--- config.mk ---
export PLATFORM = sky130hd
export DESIGN_NAME = mem_wb_skid_reg
export DESIGN_NICKNAME = d
export VERILOG_FILES = /design/src/rtl/mem_wb_skid_reg_pkg.sv /design/src/rtl/mem_wb_payload_reg.sv /design/src/rtl/mem_wb_skid_reg.sv
export SDC_FILE = /design/constraint.sdc
export NUM_CORES = 1
export LEC_CHECK = 0
export CORE_MARGIN = 1
export CORE_UTILIZATION = 45
export DETAILED_ROUTE_END_ITERATION = 6
export PLACE_DENSITY = 0.75
export SETUP_SLACK_MARGIN = 0.15
export SLEW_MARGIN = 20
export SYNTH_ARGS = -nofsm -noshare
export SYNTH_HDL_FRONTEND = slang
export SYNTH_SLANG_ARGS = --single-unit
--- constraint.sdc ---
create_clock -name clk -period 2.4 [get_ports clk]
set_input_delay 0.48 -clock clk [delete_from_list [all_inputs] [get_ports clk]]
set_output_delay 0.48 -clock clk [all_outputs]
set_load 0.05 [all_outputs]
--- src/rtl/mem_wb_skid_reg_pkg.sv ---
// Shared definitions for the MEM->WB pipeline register: default widths,
// the hard-wired zero register address and the occupancy state encoding.
package mem_wb_skid_reg_pkg;

    localparam int unsigned DEF_DATA_WIDTH        = 32;
    localparam int unsigned DEF_INSTRUCTION_WIDTH = 32;
    localparam int unsigned DEF_REG_ADDR_WIDTH    = 5;
    localparam int unsigned DEF_NUM_FWD_PORTS     = 2;

    // r0 reads as zero and must never be written or forwarded.
    localparam int unsigned REG_ZERO = 0;

    // Bit 1 is the head-valid flag and bit 0 the skid-valid flag, so both
    // come straight off flops and in_ready never passes through logic.
    typedef enum logic [1:0] {
        ST_EMPTY = 2'b00,
        ST_ONE   = 2'b10,
        ST_TWO   = 2'b11
    } wb_state_e;

endpackage

--- src/rtl/mem_wb_payload_reg.sv ---
// Load/clear register holding one packed MEM->WB payload (head or skid entry).
module mem_wb_payload_reg #(
    parameter int unsigned WIDTH = 1
) (
    input  logic             clk,
    input  logic             rst_n,
    input  logic             load,
    input  logic             clear,
    input  logic [WIDTH-1:0] d,
    output logic [WIDTH-1:0] q
);

    // Payload storage: clear wins over load so a flush also wipes the stored write enables.
    always_ff @(posedge clk or negedge rst_n) begin
        // NOTE: the payload is reset because its outputs are visible and must read zero
        // after reset; non-blocking assignments keep the update race-free.
        if (!rst_n) begin
            q <= '0;
        end else if (clear) begin
            q <= '0;
        end else if (load) begin
            q <= d;
        end
    end

endmodule

--- src/rtl/mem_wb_skid_reg.sv ---
// MEM->WB pipeline register with valid/ready handshake, optional skid entry,
// synchronous flush, r0 write suppression and EX forwarding comparators.
module mem_wb_skid_reg
    import mem_wb_skid_reg_pkg::*;
#(
    parameter int unsigned DATA_WIDTH        = DEF_DATA_WIDTH,
    parameter int unsigned INSTRUCTION_WIDTH = DEF_INSTRUCTION_WIDTH,
    parameter int unsigned REG_ADDR_WIDTH    = DEF_REG_ADDR_WIDTH,
    parameter int unsigned SKID_EN           = 1,
    parameter int unsigned NUM_FWD_PORTS     = DEF_NUM_FWD_PORTS
) (
    input  logic                                    clk,
    input  logic                                    rst_n,
    input  logic                                    flush,
    input  logic                                    in_valid,
    output logic                                    in_ready,
    input  logic                                    write_back_mux_sel_in,
    input  logic [DATA_WIDTH-1:0]                   alu_data_in,
    input  logic [DATA_WIDTH-1:0]                   hi_data_in,
    input  logic [REG_ADDR_WIDTH-1:0]               reg_a_wr_addr_in,
    input  logic [REG_ADDR_WIDTH-1:0]               reg_b_wr_addr_in,
    input  logic                                    reg_a_wr_en_in,
    input  logic                                    reg_b_wr_en_in,
    input  logic [INSTRUCTION_WIDTH-1:0]            instruction_in,
    output logic                                    out_valid,
    input  logic                                    out_ready,
    output logic                                    write_back_mux_sel_out,
    output logic [DATA_WIDTH-1:0]                   alu_data_out,
    output logic [DATA_WIDTH-1:0]                   hi_data_out,
    output logic [REG_ADDR_WIDTH-1:0]               reg_a_wr_addr_out,
    output logic [REG_ADDR_WIDTH-1:0]               reg_b_wr_addr_out,
    output logic                                    reg_a_wr_en_out,
    output logic                                    reg_b_wr_en_out,
    output logic [INSTRUCTION_WIDTH-1:0]            instruction_out,
    input  logic [NUM_FWD_PORTS*REG_ADDR_WIDTH-1:0] fwd_rd_addr,
    output logic [NUM_FWD_PORTS-1:0]                fwd_hit,
    output logic [NUM_FWD_PORTS*DATA_WIDTH-1:0]     fwd_data
);

    localparam int unsigned PW = 1 + 2*DATA_WIDTH + 2*REG_ADDR_WIDTH + 2 + INSTRUCTION_WIDTH;
    localparam logic [REG_ADDR_WIDTH-1:0] ZERO_ADDR = REG_ADDR_WIDTH'(REG_ZERO);

    wb_state_e         state, state_next;
    logic              skid_valid;
    logic              accept, drain;
    logic              head_load, skid_load, head_from_skid;
    logic              stored_a_en, stored_b_en;
    logic [PW-1:0]     in_payload, head_d, head_q, skid_q;

    assign out_valid  = state[1];
    assign skid_valid = state[0];
    assign accept     = in_valid & in_ready & ~flush;
    assign drain      = out_valid & out_ready;

    // Enables are qualified at capture so a write to r0 never becomes visible downstream.
    assign in_payload = {write_back_mux_sel_in, alu_data_in, hi_data_in,
                         reg_a_wr_addr_in, reg_b_wr_addr_in,
                         reg_a_wr_en_in & (reg_a_wr_addr_in != ZERO_ADDR),
                         reg_b_wr_en_in & (reg_b_wr_addr_in != ZERO_ADDR),
                         instruction_in};

    assign head_d = head_from_skid ? skid_q : in_payload;

    assign {write_back_mux_sel_out, alu_data_out, hi_data_out,
            reg_a_wr_addr_out, reg_b_wr_addr_out,
            stored_a_en, stored_b_en, instruction_out} = head_q;

    assign reg_a_wr_en_out = stored_a_en & out_valid;
    assign reg_b_wr_en_out = stored_b_en & out_valid;

    // Occupancy state register.
    always_ff @(posedge clk or negedge rst_n) begin
        if (!rst_n) begin
            state <= ST_EMPTY;
        end else begin
            state <= state_next;
        end
    end

    // Next occupancy and entry load strobes; flush overrides every transfer.
    always_comb begin
        // NOTE: every output of this block gets a default first so no path infers a latch.
        state_next     = state;
        head_load      = 1'b0;
        skid_load      = 1'b0;
        head_from_skid = 1'b0;
        if (flush) begin
            state_next = ST_EMPTY;
        end else if (SKID_EN != 0) begin
            case (state)
                ST_EMPTY: begin
                    if (accept) begin
                        state_next = ST_ONE;
                        head_load  = 1'b1;
                    end
                end
                ST_ONE: begin
                    if (accept && drain) begin
                        head_load = 1'b1;
                    end else if (accept) begin
                        state_next = ST_TWO;
                        skid_load  = 1'b1;
                    end else if (drain) begin
                        state_next = ST_EMPTY;
                    end
                end
                ST_TWO: begin
                    if (drain) begin
                        state_next     = ST_ONE;
                        head_load      = 1'b1;
                        head_from_skid = 1'b1;
                    end
                end
                default: state_next = ST_EMPTY;
            endcase
        end else begin
            if (accept) begin
                state_next = ST_ONE;
                head_load  = 1'b1;
            end else if (drain) begin
                state_next = ST_EMPTY;
            end
        end
    end

    mem_wb_payload_reg #(.WIDTH(PW)) u_head (
        .clk   (clk),
        .rst_n (rst_n),
        .load  (head_load),
        .clear (flush),
        .d     (head_d),
        .q     (head_q)
    );

    if (SKID_EN != 0) begin : g_skid
        mem_wb_payload_reg #(.WIDTH(PW)) u_skid (
            .clk   (clk),
            .rst_n (rst_n),
            .load  (skid_load),
            .clear (flush),
            .d     (in_payload),
            .q     (skid_q)
        );
        // Ready depends only on a flop, breaking the combinational ready path to MEM.
        assign in_ready = ~skid_valid;
    end else begin : g_no_skid
        assign skid_q   = '0;
        assign in_ready = ~out_valid | out_ready;
    end

    // Per-port forwarding from the head entry; port B wins when both match.
    // rd==0 cannot hit because stored enables are already cleared for r0.
    for (genvar i = 0; i < int'(NUM_FWD_PORTS); i++) begin : g_fwd
        logic [REG_ADDR_WIDTH-1:0] rd;
        logic                      hit_a, hit_b;
        assign rd    = fwd_rd_addr[i*REG_ADDR_WIDTH +: REG_ADDR_WIDTH];
        assign hit_b = out_valid & stored_b_en & (reg_b_wr_addr_out == rd);
        assign hit_a = out_valid & stored_a_en & ~write_back_mux_sel_out & (reg_a_wr_addr_out == rd);
        assign fwd_hit[i] = hit_a | hit_b;
        assign fwd_data[i*DATA_WIDTH +: DATA_WIDTH] = hit_b ? hi_data_out :
                                                      hit_a ? alu_data_out : '0;
    end

endmodule

**Yosys cells after proc, flatten, opt, wreduce, memory -nomap -nowiden**

Cells that the tools add are included.
Widths: inputs -> output; s select.

- Bitwise operators: 17
- Multipliers: 0
- Add/sub/neg operators: 0
- Equal/unequal tests: 10
- Divide/modulo/power cells: 0
- Reduce and logical (&&, ||, !) cells: 7
- Mux-type cells: 26
- Shifts and indexed selects: 0
- Magnitude comparators: 0

Operator list:

| kind | number |
|---|---|
| $mux 109 | 5 |
| $mux 32 | 4 |
| $eq 5x5->1 | 4 |
| $and 1x1->1 | 12 |
| $mux 2 | 6 |
| $reduce_bool 5->1 | 2 |
| $mux 1 | 9 |
| $ne 3x3->1 const B | 3 |
| $pmux 2 s3 | 1 |
| $eq 2x2->1 const B | 2 |
| $ne 4x4->1 const B | 1 |
| $reduce_and 4->1 | 1 |
| $reduce_bool 2->1 | 2 |
| $not 1->1 | 3 |
| $pmux 1 s3 | 1 |
| $logic_not 2->1 | 1 |
| $or 1x1->1 | 2 |
| $logic_and 1x1->1 | 1 |

- Word-level logic and storage cells: 63
- Output and inout port bits: 177
- Flip-flop bits (word level): 220
- Bits of input ports: 124
- Bits in read-only memories: 0
- Memories: 0
- Latch bits: 0
- RAM bits: 0

**Logic depth before layout (Yosys ltp)**

- Depth in word-level cells: 9
- Mapped depth: 9
- Gate-level depth less buffers: 6

**Cells and area by module**

Synthesis repeated with hierarchy kept, for this count alone.

- Cells, all modules: 1,071
- Area, all modules: 11,816.3 um2

By module, submodules not included:

| module | seq. area each (um2) | cells each | instances | area each (um2) |
|---|---|---|---|---|
| mem_wb_payload_reg | 2,727.6 | 351 | 2 | 4,377.9 |
| mem_wb_skid_reg | 50.0 | 369 | 1 | 3,060.4 |

**Least setup slack after synthesis**

Ideal clock, no wire load.

- Kind: register to output
- Start: register state[1]
- End: output fwd_hit[0]
- Setup slack: -0.684 ns
- Arrival: 2.604 ns
- Required time: 1.920 ns
- Cell stages (with the launch flop): 5
- Buffers on the path: 1
- Cell sequence: dfrtp_1 -> and2_0 -> nand3_1 -> clkbuf_1 -> o21ai_0

- Elaborated cells on any way between the ends: 6
- Those cells by class: 6 x bitwise

RTL lines:

| what | RTL line | text |
|---|---|---|
| start: declaration | mem_wb_skid_reg.sv:43 | `wb_state_e state, state_next;` |
| start signal: assignment | mem_wb_skid_reg.sv:76 | `state <= state_next;` |
| $and 1x1->1 | n/a |  |
| via reg_b_wr_en_out | mem_wb_skid_reg.sv:33 | `output logic reg_b_wr_en_out,` |
| $and 1x1->1 | mem_wb_skid_reg.sv:157 | `assign hit_b = out_valid & stored_b_en & (reg_b_wr_addr_out == rd);` |
| $or 1x1->1 | mem_wb_skid_reg.sv:159 | `assign fwd_hit[i] = hit_a \| hit_b;` |
| end: declaration | mem_wb_skid_reg.sv:36 | `output logic [NUM_FWD_PORTS-1:0] fwd_hit,` |

The timed path passes the listed nets, and every way through them passes these cells.

**Final worst setup path**

- Start: input fwd_rd_addr[0]
- End: output fwd_data[0]

- Cells in the longest elaborated chain, start to end: 4
- Elaborated cells on any way between the ends: 6
- Those cells by class: 2 x eq/ne; 2 x mux; 2 x bitwise

Ends and longest elaborated chain:

| what | RTL line | text |
|---|---|---|
| start: declaration | mem_wb_skid_reg.sv:35 | `input logic [NUM_FWD_PORTS*REG_ADDR_WIDTH-1:0] fwd_rd_addr,` |
| $eq 5x5->1 | mem_wb_skid_reg.sv:158 | `assign hit_a = out_valid & stored_a_en & ~write_back_mux_sel_out & (reg_a_wr_addr_out == rd);` |
| $and 1x1->1 | mem_wb_skid_reg.sv:158 |  |
| $mux 32 | mem_wb_skid_reg.sv:161 | `hit_a ? alu_data_out : '0;` |
| $mux 32 * | mem_wb_skid_reg.sv:160 | `assign fwd_data[i*DATA_WIDTH +: DATA_WIDTH] = hit_b ? hi_data_out :` |
| end: declaration | mem_wb_skid_reg.sv:37 | `output logic [NUM_FWD_PORTS*DATA_WIDTH-1:0] fwd_data` |

Every way passes the cells marked *; elsewhere a longest branch is shown, timed or not.

==> impl_results.md <==
- Status: complete, but fails checks
- Failing checks: design-rule violations, negative setup slack
- Die area: 27520 um2
- Post-synth EDFFs: 0
- CP Data Arrival Time: 2.27 ns
- Crit path cell chain: clkdlybuf4s50_1 -> buf_4 -> xnor2_1 -> nand4_1 -> buf_12 -> nor2_1 -> mux2_2 -> buf_6
- Leakage Power: 7.765 nW
- Synth Cell Area: 12090 um2
- Total power draw: 0.01490 W
- Number of buffers added on ports: 300
- Dpl hpwl: 26.97 mm
- Setup crit end kind: output pin
- R2r worst-path depth: 7
- Crit path launch type: input pin
- Longest Clk Path Bufs: 3
- Row count: 59
- Max FO, Critical Path: 33
- Root buffer cell: clkbuf_16
- Global-route wire length before repair: 62.06 mm
- Dpl cell area: 15480 um2
- Vias: 10600
- Slew HR: 60.87%
- Final setup viols: 66
- CTS HTree Levels: 1
- Slowest cell delay on critical path: 0.44 ns
- Total CTS buffers: 25
- Area leader, netlist: dfrtp_1
- Achievable Freq: 363.9 MHz
- Syn_area_per_cell: 9.525 um2
- Critical Path RT: 1.92 ns
- Pre-CTS setup slack: -0.3789 ns
- Die Height: 165.9 um
- Final nets: 1605
- Peak supply drop: 0.5264 mV
- Seq/Total Area, Yosys: 45.54%
- Fin area: 16980 um2
- Vias in the first global route: 10530
- Period utilization: 114.5%
- Iteration-0 DRC Markers: 917
- Width of the die: 165.9 um
- Slowest-stage cell, CP: clkdlybuf4s50_1
- Worst clock skew: 0.01294 ns
- Area Overhead vs Synth: 40.43%
- Fin. max-slew vios: 0
- WL final: 40.92 mm
- Critical path class: in2out
- Post-synthesis cell count: 1269
- Asr flop ratio synth: 100.0%
- Top_reg_cell synth: dfrtp_1
- Period minus WS final: 2.748 ns
- Total GRT Usage: 28.66%
- Largest net degree at the start of global routing: 71
- Yosys reg bits: 220
- Final Hold Fails: 0
- Power Density: 878.0 nW/um2
- Final Util: 64.77%
- CTS tree: done
- Library cells used by synthesis: 36
- Worst skew pair latency: 0.53 ns
- Hold Path Depth: 3
- IO Pins: 301
- DR WL/cell: 22.30 um
- GPL Wtd Cong: 0.8602
- Clock slew at reported path FFs: 0.06 ns
- Clock Sinks: 220
- Layout cells sized above 1: 21.59%
- Starting density of the core: 46.13%
- Remaining antenna violation count: 0
- DRC: 27
- Yosys warns: 0
- GRT overflow: 0
- Detailed Routing Iterations Pass 1: 7
- Max-cap violation count: 0
- DR vias/cell: 5.779
- Fin worst setup slack: -0.3480 ns
- RSZ-0062 raised after global routing: yes
- Initial antenna violation count: 5
- Worst min path class: in2reg
- Largest cells by area after synthesis: dfrtp_1, mux2i_1, nand2_1, buf_4, nand3_1
- Post-synth net total: 1397
- Synth top area share: 45.54%
- CORE AREA: 26210 um2
- Worst-margin pin slew: 0.5893 ns
==> sequential cells by signal, indices dropped and copies added (netlist names) <==
signal           cells
u_head.q           109
state                2
g_skid.u_skid.q    109
==> worst max-delay path, delay by kind of cell <==
family	cells	cell delay [ns]
xor+xnor	1	0.20
buf+inv	4	0.95
mux	1	0.22
simple gates	2	0.39
==> power by group <==
| group | internal, W | leakage [nW] | switching [W] |
|---|---|---|---|
| Clock | 0.00253 | 0.445 | 0.00158 |
| Combinational | 0.00204 | 4.34 | 0.00363 |
| Sequential | 0.00439 | 2.98 | 0.000737 |
| Total | 0.00895 | 7.76 | 0.00595 |
==> Yosys cell counts (3+ instances only) <==
cell type / n
inv_1: 7
nand3_1: 156
ha_1: 4
buf_2: 28
clkbuf_1: 70
o2bb2ai_1: 73
buf_4: 107
a21oi_1: 49
xor2_1: 8
o21ai_0: 7
nor3_1: 8
a311oi_1: 35
mux2i_1: 108
and2_1: 3
xnor2_1: 12
mux2_2: 65
buf_1: 9
nor2_1: 56
nand2_1: 222
dfrtp_1: 220
==> area by class of cell <==
cell class / instances / area (um2)
Sequential cell: 220 / 5512
Timing Repair Buffer: 395 / 4534
Fill cell: 2049 / 9231
Multi-Input combinational cell: 827 / 5572
Tap cell: 335 / 419.2
Antenna cell: 4 / 10.01
Clock inverter: 14 / 183.9
Clock buffer: 32 / 711.9
Inverter: 8 / 32.53
==> final timing paths <==
check                               start           end  slack (ns)
max                        fwd_rd_addr[0]   fwd_data[0]       -0.35
min in group asynchronous           rst_n  u_head.q[80]        0.52
min reg2reg                   u_head.q[6]   u_head.q[6]        0.49
min                                 flush  u_head.q[61]        0.48
max in group asynchronous           rst_n  u_head.q[28]        1.11
max reg2reg                      state[1]  u_head.q[88]        0.17
==> layer usage <==
| layer | GRT usage (%) | wire length [um] | vias to the layer above |
|---|---|---|---|
| met4 | 10.77 | 1511 | 2 |
| met5 | 0 | 14 | - |
| met3 | 6.911 | 3842 | 84 |
| li1 | - | - | 4766 |
| met1 | 36.35 | 15930 | 5274 |
| met2 | 47.48 | 19620 | 478 |
==> cells by family after synthesis <==
group / Yosys count / synth area share (%)
AND/OR/NAND/NOR: 457 / 16.29
multiplexers: 173 / 15.00
adder cells (fa/ha/maj): 4 / 0.4141
flip-flops: 220 / 45.54
buffers and inverters: 222 / 10.51
XOR/XNOR: 20 / 1.449
AO/OA/AOI/OAI: 173 / 10.80
==> layout by cell type (no fill, tap or decap), drive strengths merged, types with 2 or more instances in the layout <==
cell	instances
dfrtp	220
clkdlybuf4s50	150
nor3	8
xnor2	12
nand3	156
a21oi	50
and2	4
buf	160
nand4	2
a311oi	35
and3	2
o31ai	2
o2bb2ai	73
bufinv	4
o21a	2
inv	9
mux2	65
xor2	8
nor2	56
clkinv	8
o21ai	7
or4	2
dlygate4sd2	64
diode	4
nor4	2
dlymetal6s2s	14
ha	4
clkbuf	36
mux2i	108
nand2	222
==> per-stage QoR <==
stage               hold slack (ns)  setup TNS [ns]  instances
floorplan                    0.1844               0       1269
global placement             0.4739          -21.74       1762
detailed placement           0.4726          -23.25       1762
CTS                          0.4446          -20.85       1820
global route                 0.4936          -24.61       1835
finish                       0.4809          -19.37       1835
==> repair_timing <==
action / CTS / global route
setup buffers: 9 / 5
endpoints found under the hold margin: 63 / 0
cloned: 2 / 6
resized for setup: 108 / 45
pin swaps: 5 / 4
hold buffers: 1 / 0
setup endpoints to repair: 129 / 153
No activity file was read; power rests on OpenSTA's default activity.
